## config.mk

```make
export PLATFORM = sky130hd
export DESIGN_NAME = jump_target_unit
export DESIGN_NICKNAME = d
export VERILOG_FILES = /design/src/rtl/jump_target_unit.sv
export SDC_FILE = /design/constraint.sdc
export NUM_CORES = 1
export LEC_CHECK = 0
export CORE_MARGIN = 5
export CORE_UTILIZATION = 50
export CTS_BUF_LIST = sky130_fd_sc_hd__clkbuf_16
export DETAILED_ROUTE_END_ITERATION = 7
export PLACE_DENSITY = 0.75
export SETUP_SLACK_MARGIN = 0.4
export SLEW_MARGIN = 10
export SYNTH_ARGS = -nofsm -noshare
export SYNTH_HDL_FRONTEND = slang
export SYNTH_SLANG_ARGS = --single-unit
export TNS_END_PERCENT = 1
```

## constraint.sdc

```tcl
create_clock -name clk -period 2.4 [get_ports clk]
set_input_delay 0.36 -clock clk [delete_from_list [all_inputs] [get_ports clk]]
set_output_delay 0.36 -clock clk [all_outputs]
set_load 0.02 [all_outputs]
```

## src/rtl/jump_target_unit.sv

```systemverilog
// jump_target_unit: next-PC calculator for JUMP/BRANCH/JR/CALL/RET with a return-address stack.
//   clk      - rising-edge clock
//   reset    - synchronous active-high reset
//   start    - request, sampled only in IDLE
//   mode     - 0 JUMP, 1 BRANCH, 2 JR, 3 CALL, 4 RET, 5-7 illegal
//   pc       - current PC
//   imm      - instruction immediate
//   regAddr  - register operand for JR
//   busy     - high in CALC and DONE
//   done     - one-cycle completion pulse
//   target   - computed next PC, held until the next done
//   error    - qualifies done: illegal mode, RAS overflow or underflow
//   rasEmpty - stack holds no entries
//   rasFull  - stack holds RAS_DEPTH entries
module jump_target_unit #(
    parameter int ADDR_W    = 16,
    parameter int IMM_W     = 12,
    parameter int RAS_DEPTH = 4
) (
    input  logic              clk,
    input  logic              reset,
    input  logic              start,
    input  logic [2:0]        mode,
    input  logic [ADDR_W-1:0] pc,
    input  logic [IMM_W-1:0]  imm,
    input  logic [ADDR_W-1:0] regAddr,
    output logic              busy,
    output logic              done,
    output logic [ADDR_W-1:0] target,
    output logic              error,
    output logic              rasEmpty,
    output logic              rasFull
);
    typedef enum logic [1:0] {IDLE, CALC, DONE} state_t;
    localparam int IDX_W = $clog2(RAS_DEPTH);
    localparam int PTR_W = IDX_W + 1;
    state_t            state_q;
    logic [2:0]        mode_q;
    logic [ADDR_W-1:0] pc_q;
    logic [IMM_W-1:0]  imm_q;
    logic [ADDR_W-1:0] reg_q;
    logic [ADDR_W-1:0] ras_q [RAS_DEPTH];
    logic [PTR_W-1:0]  ptr_q, ptr_d;
    logic [ADDR_W-1:0] target_q, target_d;
    logic              error_q, error_d;
    logic              busy_q, done_q, empty_q, full_q;
    logic              push_d;
    logic [ADDR_W-1:0] pc_inc, jump_tgt, branch_tgt;
    logic [IDX_W-1:0]  top_idx;
    logic              is_empty, is_full;
    always_comb begin
        pc_inc     = pc_q + ADDR_W'(1);
        jump_tgt   = {pc_q[ADDR_W-1:IMM_W], imm_q};
        branch_tgt = pc_q + {{(ADDR_W-IMM_W){imm_q[IMM_W-1]}}, imm_q};
        is_empty   = ptr_q == '0;
        is_full    = ptr_q == PTR_W'(RAS_DEPTH);
        // entry below the pointer; wraps correctly when the stack is full
        top_idx    = ptr_q[IDX_W-1:0] - IDX_W'(1);
        target_d   = pc_inc;
        error_d    = 1'b1;
        ptr_d      = ptr_q;
        push_d     = 1'b0;
        case (mode_q)
            3'd0: begin
                target_d = jump_tgt;
                error_d  = 1'b0;
            end
            3'd1: begin
                target_d = branch_tgt;
                error_d  = 1'b0;
            end
            3'd2: begin
                target_d = reg_q;
                error_d  = 1'b0;
            end
            3'd3: begin
                target_d = jump_tgt;
                error_d  = is_full;
                push_d   = !is_full;
                ptr_d    = is_full ? ptr_q : ptr_q + PTR_W'(1);
            end
            3'd4: begin
                target_d = is_empty ? pc_inc : ras_q[top_idx];
                error_d  = is_empty;
                ptr_d    = is_empty ? ptr_q : ptr_q - PTR_W'(1);
            end
            default: ;
        endcase
    end
    // stack storage is not reset; only the pointer defines validity
    always_ff @(posedge clk) begin
        if (!reset && state_q == CALC && push_d)
            ras_q[ptr_q[IDX_W-1:0]] <= pc_inc;
    end
    always_ff @(posedge clk) begin
        if (reset) begin
            state_q  <= IDLE;
            busy_q   <= 1'b0;
            done_q   <= 1'b0;
            error_q  <= 1'b0;
            target_q <= '0;
            ptr_q    <= '0;
            empty_q  <= 1'b1;
            full_q   <= 1'b0;
        end else begin
            case (state_q)
                IDLE: begin
                    if (start) begin
                        mode_q  <= mode;
                        pc_q    <= pc;
                        imm_q   <= imm;
                        reg_q   <= regAddr;
                        busy_q  <= 1'b1;
                        state_q <= CALC;
                    end
                end
                CALC: begin
                    target_q <= target_d;
                    error_q  <= error_d;
                    ptr_q    <= ptr_d;
                    empty_q  <= ptr_d == '0;
                    full_q   <= ptr_d == PTR_W'(RAS_DEPTH);
                    done_q   <= 1'b1;
                    state_q  <= DONE;
                end
                DONE: begin
                    done_q  <= 1'b0;
                    busy_q  <= 1'b0;
                    state_q <= IDLE;
                end
                default: state_q <= IDLE;
            endcase
        end
    end
    assign busy     = busy_q;
    assign done     = done_q;
    assign target   = target_q;
    assign error    = error_q;
    assign rasEmpty = empty_q;
    assign rasFull  = full_q;
endmodule

```

# Yosys cells after proc, flatten, opt, wreduce, memory -nomap -nowiden
# Memories as Yosys holds them, arrays and structs flattened.
# Cells that the tools add are included.
# totals
ff_bits,73
ramBits,64
inputBits,50
out_inout_bits,21
word_cells,56
memories,1
# classes
n_addsub,5
eq_ne,9
n_mux,14
n_bitwise,1
n_reduce_logical,14
# memory_table
memory,words,width,rd,rd_clocked_by_memory_dff,write_ports,line_no,rtl
ras_q,4,16,1,0,1,42,logic [ADDR_W-1:0] ras_q [RAS_DEPTH];
# ops
op,count
case mux 16 bit (4 select lines),1
"adder 16 x 1 -> 16 bit, second input constant",1
adder 16 bit,1
2-to-1 mux 16 bit,1
"equality test 3 bit, second input constant",3
zero test 3 bit,3
"equality test 3 x 2 -> 1 bit, second input constant",2
2-to-1 mux 3 bit,2
case mux 3 bit (2 select lines),1
2-to-1 mux 1 bit,4
case mux 1 bit (2 select lines),2
case mux 2 bit (2 select lines),1
nonzero test 2 bit,2
"adder 3 x 1 -> 3 bit, second input constant",1
"equality test 3 x 1 -> 1 bit, second input constant",1
case mux 1 bit (3 select lines),1
AND reduction 3 bit,1
OR reduction 3 bit,1
"subtractor 3 x 1 -> 3 bit, second input constant",1
"equality test 2 x 1 -> 1 bit, second input constant",1
"equality test 2 bit, second input constant",1
logical AND 1 bit,2
zero test 1 bit,2
zero test 2 bit,1
6 further kinds,6

# Depth between registers and ports, before layout
# Gate-level depths: netlist of run 1.
# logic_depth
ltp_word,6
ltp_mapped,11
mapped_depth_nobuf,9

# Least setup slack after synthesis of run 1
# OpenSTA, ideal clock, no wires.
# synth_timing
kind,register to register
from,reg ptr_q[0]
to,reg target_q[14] (netlist: target[14])
setup_time_ps,120
t_arrival_ps,2261
required_time_ps,2280
slack_ps,20
stages_incl_launch_ff,8
n_path_buf,2
period_less_slack_ps,2380
path_cell_list,dfxtp_1 buf_2 inv_1 ha_1 clkbuf_1 mux4_2 a221o_1 a211o_1
# synth_between
elab_chain_cells,4
word_cells_on_any_way,5
cone_classes,add/sub: 1; mux: 2; reduce/logical: 1; memory: 1
# synth_rtl
element,line_no,rtl
from (decl),43,"logic [PTR_W-1:0] ptr_q, ptr_d;"
from (signal assigned),120,ptr_q <= ptr_d;
subtractor 2 x 1 -> 2 bit,58,top_idx = ptr_q[IDX_W-1:0] - IDX_W'(1);
memory read (4 x 16 bit),-,
2-to-1 mux 16 bit *,83,target_d = is_empty ? pc_inc : ras_q[top_idx];
case mux 16 bit (4 select lines) *,63,case (mode_q)
to (signal assigned),118,target_q <= target_d;
to (decl),44,"logic [ADDR_W-1:0] target_q, target_d;"
# Mark *: on every way between the ends. The rest lies on a longest branch, timed or not.
# A chain may end at the register's enable or synchronous reset.

# Final worst setup path of run 1
# layout_timing
from,reg imm_q[0]
to,reg target_q[14] (netlist: target[14])
# layout_between
elab_chain_cells,2
# layout_rtl
element,line_no,rtl
from (decl),40,logic [IMM_W-1:0] imm_q;
from (signal assigned),111,imm_q <= imm;
adder 16 bit,54,"branch_tgt = pc_q + {{(ADDR_W-IMM_W){imm_q[IMM_W-1]}}, imm_q};"
case mux 16 bit (4 select lines),63,
# No other way between the ends.

==> results of run 1 <==
## final timing paths
path / from / to / slack, ps / depth (start not counted)
hold reg to reg: target[2] / target[2] / 470 / 2
setup reg to reg: imm_q[0] / target[14] / 150 / 9
hold / removal: target[2] / target[2] / 470 / 2
setup / recovery: imm_q[0] / target[14] / 150 / 9
## per-layer routing
metal  share of wire [%]  global-route usage, %
met5                   0                      0
met4                 1.9                  8.013
met3                 6.1                  4.784
met2                  47                  31.77
met1                  45                  29.41
## worst min-delay path, stage by stage (launching register included)
cell and delay, ps:
dfxtp_1 300, nor2_1 80, nor3_1 40
## layout by cell type (no fill, tap or decap), drive strengths merged, types with 17 or more instances in the layout
cell type / Yosys / final
edfxtp: 111 / 111
clkdlybuf4s50: 0 / 70
nor2: 49 / 49
buf: 13 / 34
a21oi: 27 / 27
dfxtp: 26 / 26
ha: 25 / 25
nand2: 22 / 22
o21ai: 22 / 22
clkbuf: 12 / 17
## registers in the layout, indices dropped and copies added, names as in the netlist
name,count
imm_q,12
rasEmpty,1
rasFull,1
done,1
ras_q,64
busy,1
mode_q,3
reg_q,16
target,16
state_q,2
pc_q,16
ptr_q,3
error,1
## power groups by stage
stage / Sequential (mW) / Combinational [mW] / Clock (mW)
CTS: 2.73 / 0.744 / 2.85
global placement: 2.77 / 0.729 / 0
detailed placement: 2.77 / 0.735 / 0
finish: 2.72 / 0.761 / 2.80
global route: 2.73 / 0.826 / 2.94
floorplan: 2.80 / 0.391 / 0
## cells by family (layout without fill, tap and decap cells)
family | after synthesis | in the layout | synth area share [%]
flops | 137 | 137 | 57.13
fa+ha+maj | 26 | 26 | 4.934
xor+xnor | 23 | 23 | 2.987
compound gates | 128 | 128 | 13.80
simple gates | 137 | 137 | 10.43
buf+inv | 39 | 150 | 2.838
mux | 33 | 33 | 7.884
## cell type report
type	instances	area, sq um
tap	176	220.2
fill	1005	4687
inverter	14	52.55
clock inverter	15	209.0
multi-input combinational	347	2751
clock buffer	17	425.4
timing repair buffer	104	1044
sequential	137	3854
## stage by stage
stage               hold WS, ps  instances  area (sq um)  total power, mW  util (%)
floorplan                 458.9        523          6766            3.194         -
global placement          463.7        771          7834            3.500     59.16
detailed placement        464.3        771          7834            3.510     59.16
CTS                       472.7        805          8484            6.318     64.07
global route              479.2        810          8556            6.502     64.61
finish                    470.4        810          8556            6.285     64.61
## what timing repair did
action | CTS | global route
hold endpoints to repair | 0 | 0
pin swaps | 0 | 2
buffers inserted | 2 | 5
endpoints found under the setup margin | 18 | 82
gates resized for setup | 1 | 5
==> results.yml, run 1 <==
run_status:
  status: "finished clean"
critical_path:
  path_cells: "ha_4 -> inv_1 -> fa_2 -> nor2b_4 -> o31ai_4 -> a2111oi_4 -> nor3_2 -> and4_1 -> a211o_1"
  crit_family: "compound AO/OA/AOI/OAI gates"
  end_kind: "flip-flop"
  critical-path-max-stage-delay_ps: 390
  critical_path.max_fanout: 5
  start_kind: "flip-flop"
  critPathSlowestCell: "edfxtp_1"
  crit_arrival_ps: 2550
  critPathBufInv: 1
  cp_data_required_time_ps: 2700
  worstSetupPathType: "reg -> reg"
cells_and_area:
  drive_above_1_share_pct: 16.09
  nets: 697
  antennaDiodeCount: 0
  synthToLayoutAreaGrowth_pct: 26.84
global_routing:
  grt_pass1_wl_mm: 25.69
  grt_antenna_before_repair: 0
  grt_remaining_overflow: 0
  grt.total_usage_pct: 20.90
  grt_max_degree: 42
  grt_pass1_vias: 4663
routing:
  routed_wl_mm: 16.22
  post_drt_wl_per_cell_um: 20.03
  post_drt_via_cell_ratio: 5.838
  ant_nets: 0
  vias: 4729
  drc: 0
  drt-pass1-iter-count: 5
  drt_iter0_drc: 377
cts:
  clk-insertion-delay-late_ps: 430
  cts-root-buf: "clkbuf_16"
  cts_hold_buf: 0
  cts_buffer_depth: 2
  cts_sinks: 137
  cts.clk_slew.worst_paths_ps: 60
  htreeDepth: 4
  numCtsBuffers: 17
  tritoncts: "yes"
timing:
  timing.final.ws_setup_ps: 146.4
  post-route-min-period_ps: 2254
  hold_viol: 0
  skew_ps: 20.95
  relSlewSlack_pct: 55.99
  slew_viol_final: 0
  fmax_mhz: 443.7
  final.setup.tns_ps: 0
  tightest_slew_ps: 655.4
  finalCritPeriodShare_pct: 93.90
  rsz0062_at_grt: "true"
  setup_viol_count_final: 0
pwr:
  p_per_area_nw_per_um2: 734.6
  ir_worst_vdd_mv: 0.3911
  intPower_mw: 4.840
  seqPwrFrac_pct: 43.4
  switching_share_pct: 22.99
  leakagePower_nw: 3.005
  comb_power_share_pct: 12.1
  switchingPower_mw: 1.445
  power_frac_clock_pct: 44.5
logic_synthesis:
  ys.flop_type: "edfxtp_1"
  synth_warnings: 0
  netlist_top_cells_count: "111 x edfxtp_1, 49 x nor2_1, 26 x a21oi_1, 26 x dfxtp_1, 25 x ha_1"
  syn_inst: 523
  async_reset_ff_share_pct: 0
  ys_seq_area_share_pct: 57.13
  synthesis.area_sq_um: 6745
  synthDistinctLibCells: 71
  synth.area.top_cells: "edfxtp_1 49%, dfxtp_1 7.7%, mux4_2 5.3%"
  syn_nets: 599
  ys_ff_latch: 137
  synth_top_area_cell: "edfxtp_1"
  yosysMostFrequentCell: "edfxtp_1"
  synth.avg_cell_area_sq_um: 12.90
  synth_edf_count: 111
  netlist.area_leader.share_pct: 49.42
floorplan:
  num_rows: 42
  start_util_pct: 50.94
  core_area_sq_um: 13240
  dieArea_sq_um: 15910
  die_w_um: 126.2
  ios: 71
  fp.dieH_um: 126.2
job:
  max_cap_violations: 0
place:
  dp_hpwl_mm: 11.77
  routabilityCongestion: 0.8915
  dp_slack_ps: 150.0
  numPortBuffers: 70
hold_path:
  worstHoldPathType: "reg -> reg"
Power figures use the tool's default switching activity.
==> inputs of run 2 (changes only) <==
--- a/config.mk
+++ b/config.mk
@@ -6,10 +6,10 @@
 export NUM_CORES = 1
 export LEC_CHECK = 0
 export CORE_MARGIN = 5
-export CORE_UTILIZATION = 50
+export CORE_UTILIZATION = 38
 export CTS_BUF_LIST = sky130_fd_sc_hd__clkbuf_16
 export DETAILED_ROUTE_END_ITERATION = 7
-export PLACE_DENSITY = 0.75
+export PLACE_DENSITY = 0.66
 export SETUP_SLACK_MARGIN = 0.4
 export SLEW_MARGIN = 10
 export SYNTH_ARGS = -nofsm -noshare
==> run 2 against run 1 <==
Against the previous run: die area increased by 29%; combinational power is 2% lower; maximum frequency increased by 0.27%; flip-flop and latch count is the same; non-clock buffer count shrank 2; routed wire length up 3.0%; hold slack better by 15 ps; first-iteration DRC count decreased by 2.1%; setup slack gained 6.0 ps; sequential share of layout area rose by 0.17 points; core utilization is 15 points lower; critical path type unchanged; critical endpoint unchanged; highest routed layer unchanged.
==> results.yml, run 2 (same netlist as run 1, synthesis figures left out) <==
floorplan:
  fp.dieH_um: 143.2
  start_util_pct: 38.86
  die_w_um: 143.2
  ios: 71
  dieArea_sq_um: 20510
  num_rows: 48
  core_area_sq_um: 17360
critical_path:
  rrSetupSlack_ps: 150
  crit_arrival_ps: 2560
  crit_start: "pc_q[9]"
  critical-path-max-stage-delay_ps: 450
  worstSetupPathType: "reg -> reg"
  timing.rr.end: "target[14]"
  path_cells: "ha_2 -> a21o_1 -> a21oi_1 -> a31oi_1 -> nor3_1 -> nor4b_2 -> a211o_1"
  end_kind: "flip-flop"
  reg2regPathDepth: 7
  critPathSlowestCell: "edfxtp_1"
  start_kind: "flip-flop"
  critical_path.max_fanout: 7
  reg2reg_from: "pc_q[9]"
  cp_data_required_time_ps: 2710
  cp-endpoint: "target[14]"
routing:
  post_drt_via_cell_ratio: 5.480
  routed_wl_mm: 16.72
  highest_layer: "met4"
  met1_length_mm: 7.325
  vias: 4696
  wl_met3_um: 970
  dr_wl_met2_mm: 8.156
  post_drt_wl_per_cell_um: 19.50
  drt-pass1-iter-count: 4
  drc: 0
  drt_iter0_drc: 369
  ant_nets: 0
timing:
  finalCritPeriodShare_pct: 93.65
  relSlewSlack_pct: 53.29
  skew_ps: 6.145
  setup_viol_count_final: 0
  fmax_mhz: 444.9
  final.setup.tns_ps: 0
  post-route-min-period_ps: 2248
  rsz0062_at_grt: "true"
  hold_viol: 0
  slew_viol_final: 0
  tightest_slew_ps: 696.6
global_routing:
  grt_remaining_overflow: 0
  grt_pass1_wl_mm: 26.47
  grt.total_usage_pct: 17.09
  grt_antenna_before_repair: 0
  grt_pass1_vias: 4689
  grt_max_degree: 48
cells_and_area:
  synthToLayoutAreaGrowth_pct: 26.38
  mostFrequentLayoutCell: "edfxtp_1"
  antennaDiodeCount: 0
  final_cell_mix: "111 x edfxtp_1, 70 x clkdlybuf4s50_1, 49 x nor2_1"
  nets: 695
  largest_reg_flops: 64
  final_area_sq_um: 8524
  fin_util_pct: 49.11
  drive_above_1_share_pct: 16.93
place:
  numPortBuffers: 70
  dp_hpwl_mm: 12.56
  routabilityCongestion: 0.8880
  postPlaceCellArea_sq_um: 7893
cts:
  cts_sinks: 137
  cts-root-buf: "clkbuf_16"
  cts_buffer_depth: 2
  numCtsBuffers: 17
  clk-insertion-delay-late_ps: 420
  htreeDepth: 4
  cts.clk_slew.worst_paths_ps: 60
  tritoncts: "yes"
  cts_hold_buf: 0
pwr:
  leakagePower_nw: 2.949
  p_per_area_nw_per_um2: 706.4
  ir_worst_vdd_mv: 0.4204
hold_path:
  worstHoldPathType: "reg -> reg"
job:
  max_cap_violations: 0
run_status:
  status: "finished clean"
-- run 2: worst min-delay path by stage --
stage / from / slack (ps) / endpoint / cells after the start
finish: target[5] / 490 / target[5] / 2
floorplan: imm[0] / 460 / imm_q[0] / 0
CTS: imm[6] / 470 / imm_q[6] / 1
detailed placement: target[6] / 480 / target[6] / 2
global route: imm[6] / 470 / imm_q[6] / 1
global placement: rasEmpty / 470 / rasEmpty / 2
-- run 2: where the power goes --
part	total [mW]	switching (mW)	internal, mW
sequential	2.73	0.0667	2.66
combinational	0.746	0.402	0.344
clock	2.55	1.08	1.47
-- run 2: what timing repair did --
action	4_1_cts	5_1_grt
endpoints found under the hold margin	0	0
endpoints found under the setup margin	81	93
setup buffers	2	0
gates cloned	0	0
resized for setup	4	5
-- run 2: final cells by class --
class                   instances  area [sq um]
clock buffers                  17         425.4
clock inverters                15         160.2
fillers                      1492          8832
inverters                      14         52.55
multi-input cells             347          2748
flip-flops and latches        137          3854
well taps                     225         281.5
repair buffers                102          1003
-- run 2: routing by layer --
metal | track usage (%) | up-vias
li1 | - | 2223
met1 | 23.43 | 2307
met2 | 27.05 | 150
met3 | 4.320 | 16
met4 | 4.955 | 0
met5 | 0 | -
-- run 2: worst max-delay path: cells and delay by family, from the launching register on --
kind / cells / cell delay (ps)
AOI/OAI and AO/OA: 4 / 920
adders and majority gates: 1 / 380
and+or+nand+nor: 2 / 400
DFF: 1 / 450
-- run 2: through the flow --
step | instances | hold WS, ps | worst slack [ps] | total power, mW
after floorplan | 523 | 458.9 | 257.9 | 3.194
after global placement | 823 | 469.9 | 171.3 | 3.505
after detailed placement | 823 | 476.9 | 132.5 | 3.515
after CTS | 857 | 470.8 | 159.3 | 6.074
after global routing | 857 | 466.6 | 70.86 | 6.265
final | 857 | 485.7 | 152.4 | 6.021
==> inputs of run 3 (changes only) <==
--- a/config.mk
+++ b/config.mk
@@ -5,11 +5,12 @@
 export SDC_FILE = /design/constraint.sdc
 export NUM_CORES = 1
 export LEC_CHECK = 0
+export ABC_CLOCK_PERIOD_IN_PS = 2400
 export CORE_MARGIN = 5
-export CORE_UTILIZATION = 38
+export CORE_UTILIZATION = 50
 export CTS_BUF_LIST = sky130_fd_sc_hd__clkbuf_16
 export DETAILED_ROUTE_END_ITERATION = 7
-export PLACE_DENSITY = 0.66
+export PLACE_DENSITY = 0.82
 export SETUP_SLACK_MARGIN = 0.4
 export SLEW_MARGIN = 10
 export SYNTH_ARGS = -nofsm -noshare
==> run 3 against run 2 <==
Against the previous run: combinational power increased by 4.3%; clock-buffer cell count unchanged; total power decreased by 2.7%; largest power group unchanged; register-to-register slack about the same; final cell count decreased by 5.1%; die area decreased by 22%; global-route usage increased by 4.1 points; core utilization increased by 15 points.
==> results.yml, run 3 (same netlist as run 1, synthesis figures left out) <==
cells_and_area:
  synthToLayoutAreaGrowth_pct: 25.71
  final_cell_mix: "111 x edfxtp_1, 70 x clkdlybuf4s50_1, 48 x nor2_1"
  drive_above_1_share_pct: 17.74
  fill_cells: 1033
  antennaDiodeCount: 0
  nets: 700
  largest_reg_flops: 64
  fin_util_pct: 64.03
  mostFrequentLayoutCell: "edfxtp_1"
global_routing:
  grt_pass1_wl_mm: 26.39
  grt_remaining_overflow: 0
  grt_pass1_vias: 4818
  grt.total_usage_pct: 21.21
  grt_antenna_before_repair: 0
  grt_max_degree: 48
hold_path:
  holdPathEnd: "target[10]"
  min_from: "target[10]"
  min_path_cells: 2
  worstHoldPathType: "reg -> reg"
routing:
  highest_layer: "met4"
  dr_wl_met2_mm: 7.985
  drt-pass1-iter-count: 5
  met1_length_mm: 7.384
  ant_nets: 0
  post_drt_wl_per_cell_um: 20.53
  vias: 4807
  post_drt_via_cell_ratio: 5.913
  drt_iter0_drc: 362
  routed_wl_mm: 16.69
  drc: 0
  wl_met3_mm: 1.064
timing:
  skew_ps: 8.071
  slew_viol_final: 0
  finalCritPeriodShare_pct: 93.50
  post-route-min-period_ps: 2244
  hold_viol: 0
  fmax_mhz: 445.6
  relSlewSlack_pct: 56.34
  final.setup.tns_ps: 0
  setup_viol_count_final: 0
  rsz0062_at_grt: "true"
  hold_ws_ps: 480.1
  tightest_slew_ps: 650.3
cts:
  cts.clk_slew.worst_paths_ps: 60
  clk-insertion-delay-late_ps: 420
  htreeDepth: 4
  numCtsBuffers: 17
  cts_sinks: 137
  cts_buffer_depth: 2
  cts-root-buf: "clkbuf_16"
  cts_hold_buf: 0
  tritoncts: "yes"
critical_path:
  timing.rr.end: "target[14]"
  rrSetupSlack_ps: 160
  crit_arrival_ps: 2540
  critical_path.max_fanout: 4
  worstSetupPathType: "reg -> reg"
  reg2reg_from: "pc_q[9]"
  cp_data_required_time_ps: 2700
  end_kind: "flip-flop"
  reg2regPathDepth: 7
  start_kind: "flip-flop"
place:
  dp_hpwl_mm: 12.25
  routabilityCongestion: 0.8982
  numPortBuffers: 70
floorplan:
  die_w_um: 126.2
  dieArea_sq_um: 15910
  start_util_pct: 50.94
  fp.dieH_um: 126.2
  core_area_sq_um: 13240
  num_rows: 42
  ios: 71
pwr:
  p_per_area_nw_per_um2: 690.9
  ir_worst_vdd_mv: 0.4685
  leakagePower_nw: 2.945
run_status:
  status: "finished clean"
job:
  max_cap_violations: 0
run 3: changes by cell type in the layout (fill, tap and decap cells not counted), moves of 2 or more:
cell / previous run / this run
buf_12: 5 / 3
buf_4: 27 / 34
clkinv_1: 1 / 4
clkinv_2: 0 / 3
clkinv_4: 5 / 2
clkinvlp_4: 2 / 4
inv_8: 4 / 1
nor3_1: 13 / 11
run 3: how the worst max path moves through the flow:
stage	depth (start not counted)	startpoint	slack (ps)	end
after floorplan	7	ptr_q[0]	260	target[14]
after CTS	9	pc_q[0]	170	target[14]
after global placement	7	pc_q[8]	160	target[14]
after global routing	9	pc_q[0]	70	target[14]
after detailed placement	7	ptr_q[1]	60	target[15]
final	7	pc_q[9]	160	target[14]
run 3: critical path: stages (launching register included):
cell	delay [ps]
edfxtp_1	450
ha_1	360
a21o_1	220
a21oi_1	300
a31oi_1	180
nor3_2	250
nor4b_2	90
a211o_1	270
run 3: where the power goes:
part	internal (mW)	switching (mW)
Sequential	2.66	0.0673
Combinational	0.355	0.423
Clock	1.32	1.04
run 3: cell type report:
cell class | count | area, sq um | area share [%]
flip-flops and latches | 137 | 3854 | 45.45
multi-input cells | 347 | 2809 | 33.13
repair buffers | 107 | 1016 | 11.98
clock buffers | 17 | 425.4 | 5.017
well taps | 176 | 220.2 | 2.597
clock inverters | 15 | 102.6 | 1.210
inverters | 14 | 52.55 | 0.6197
run 3: repair_timing:
action	in CTS	in global routing
resized for setup	7	11
setup buffers	9	0
endpoints found under the setup margin	82	94
pin swaps	9	6
run 3: routing by layer:
layer	vias to the layer above	GRT usage (%)
met1	2354	29.86
met5	-	0
met2	198	33.83
li1	2233	-
met3	22	4.318
met4	0	5.678
run 3: per-stage QoR:
step / instances / worst slack (ps) / total power [mW] / instance area (sq um)
6_report: 813 / 156.1 / 5.858 / 8479
5_1_grt: 813 / 65.47 / 6.047 / 8479
4_1_cts: 813 / 167.7 / 5.858 / 8422
3_5_place_dp: 772 / 58.21 / 3.509 / 7791
3_3_place_gp: 772 / 158.1 / 3.488 / 7791
2_1_floorplan: 523 / 257.9 / 3.194 / 6766
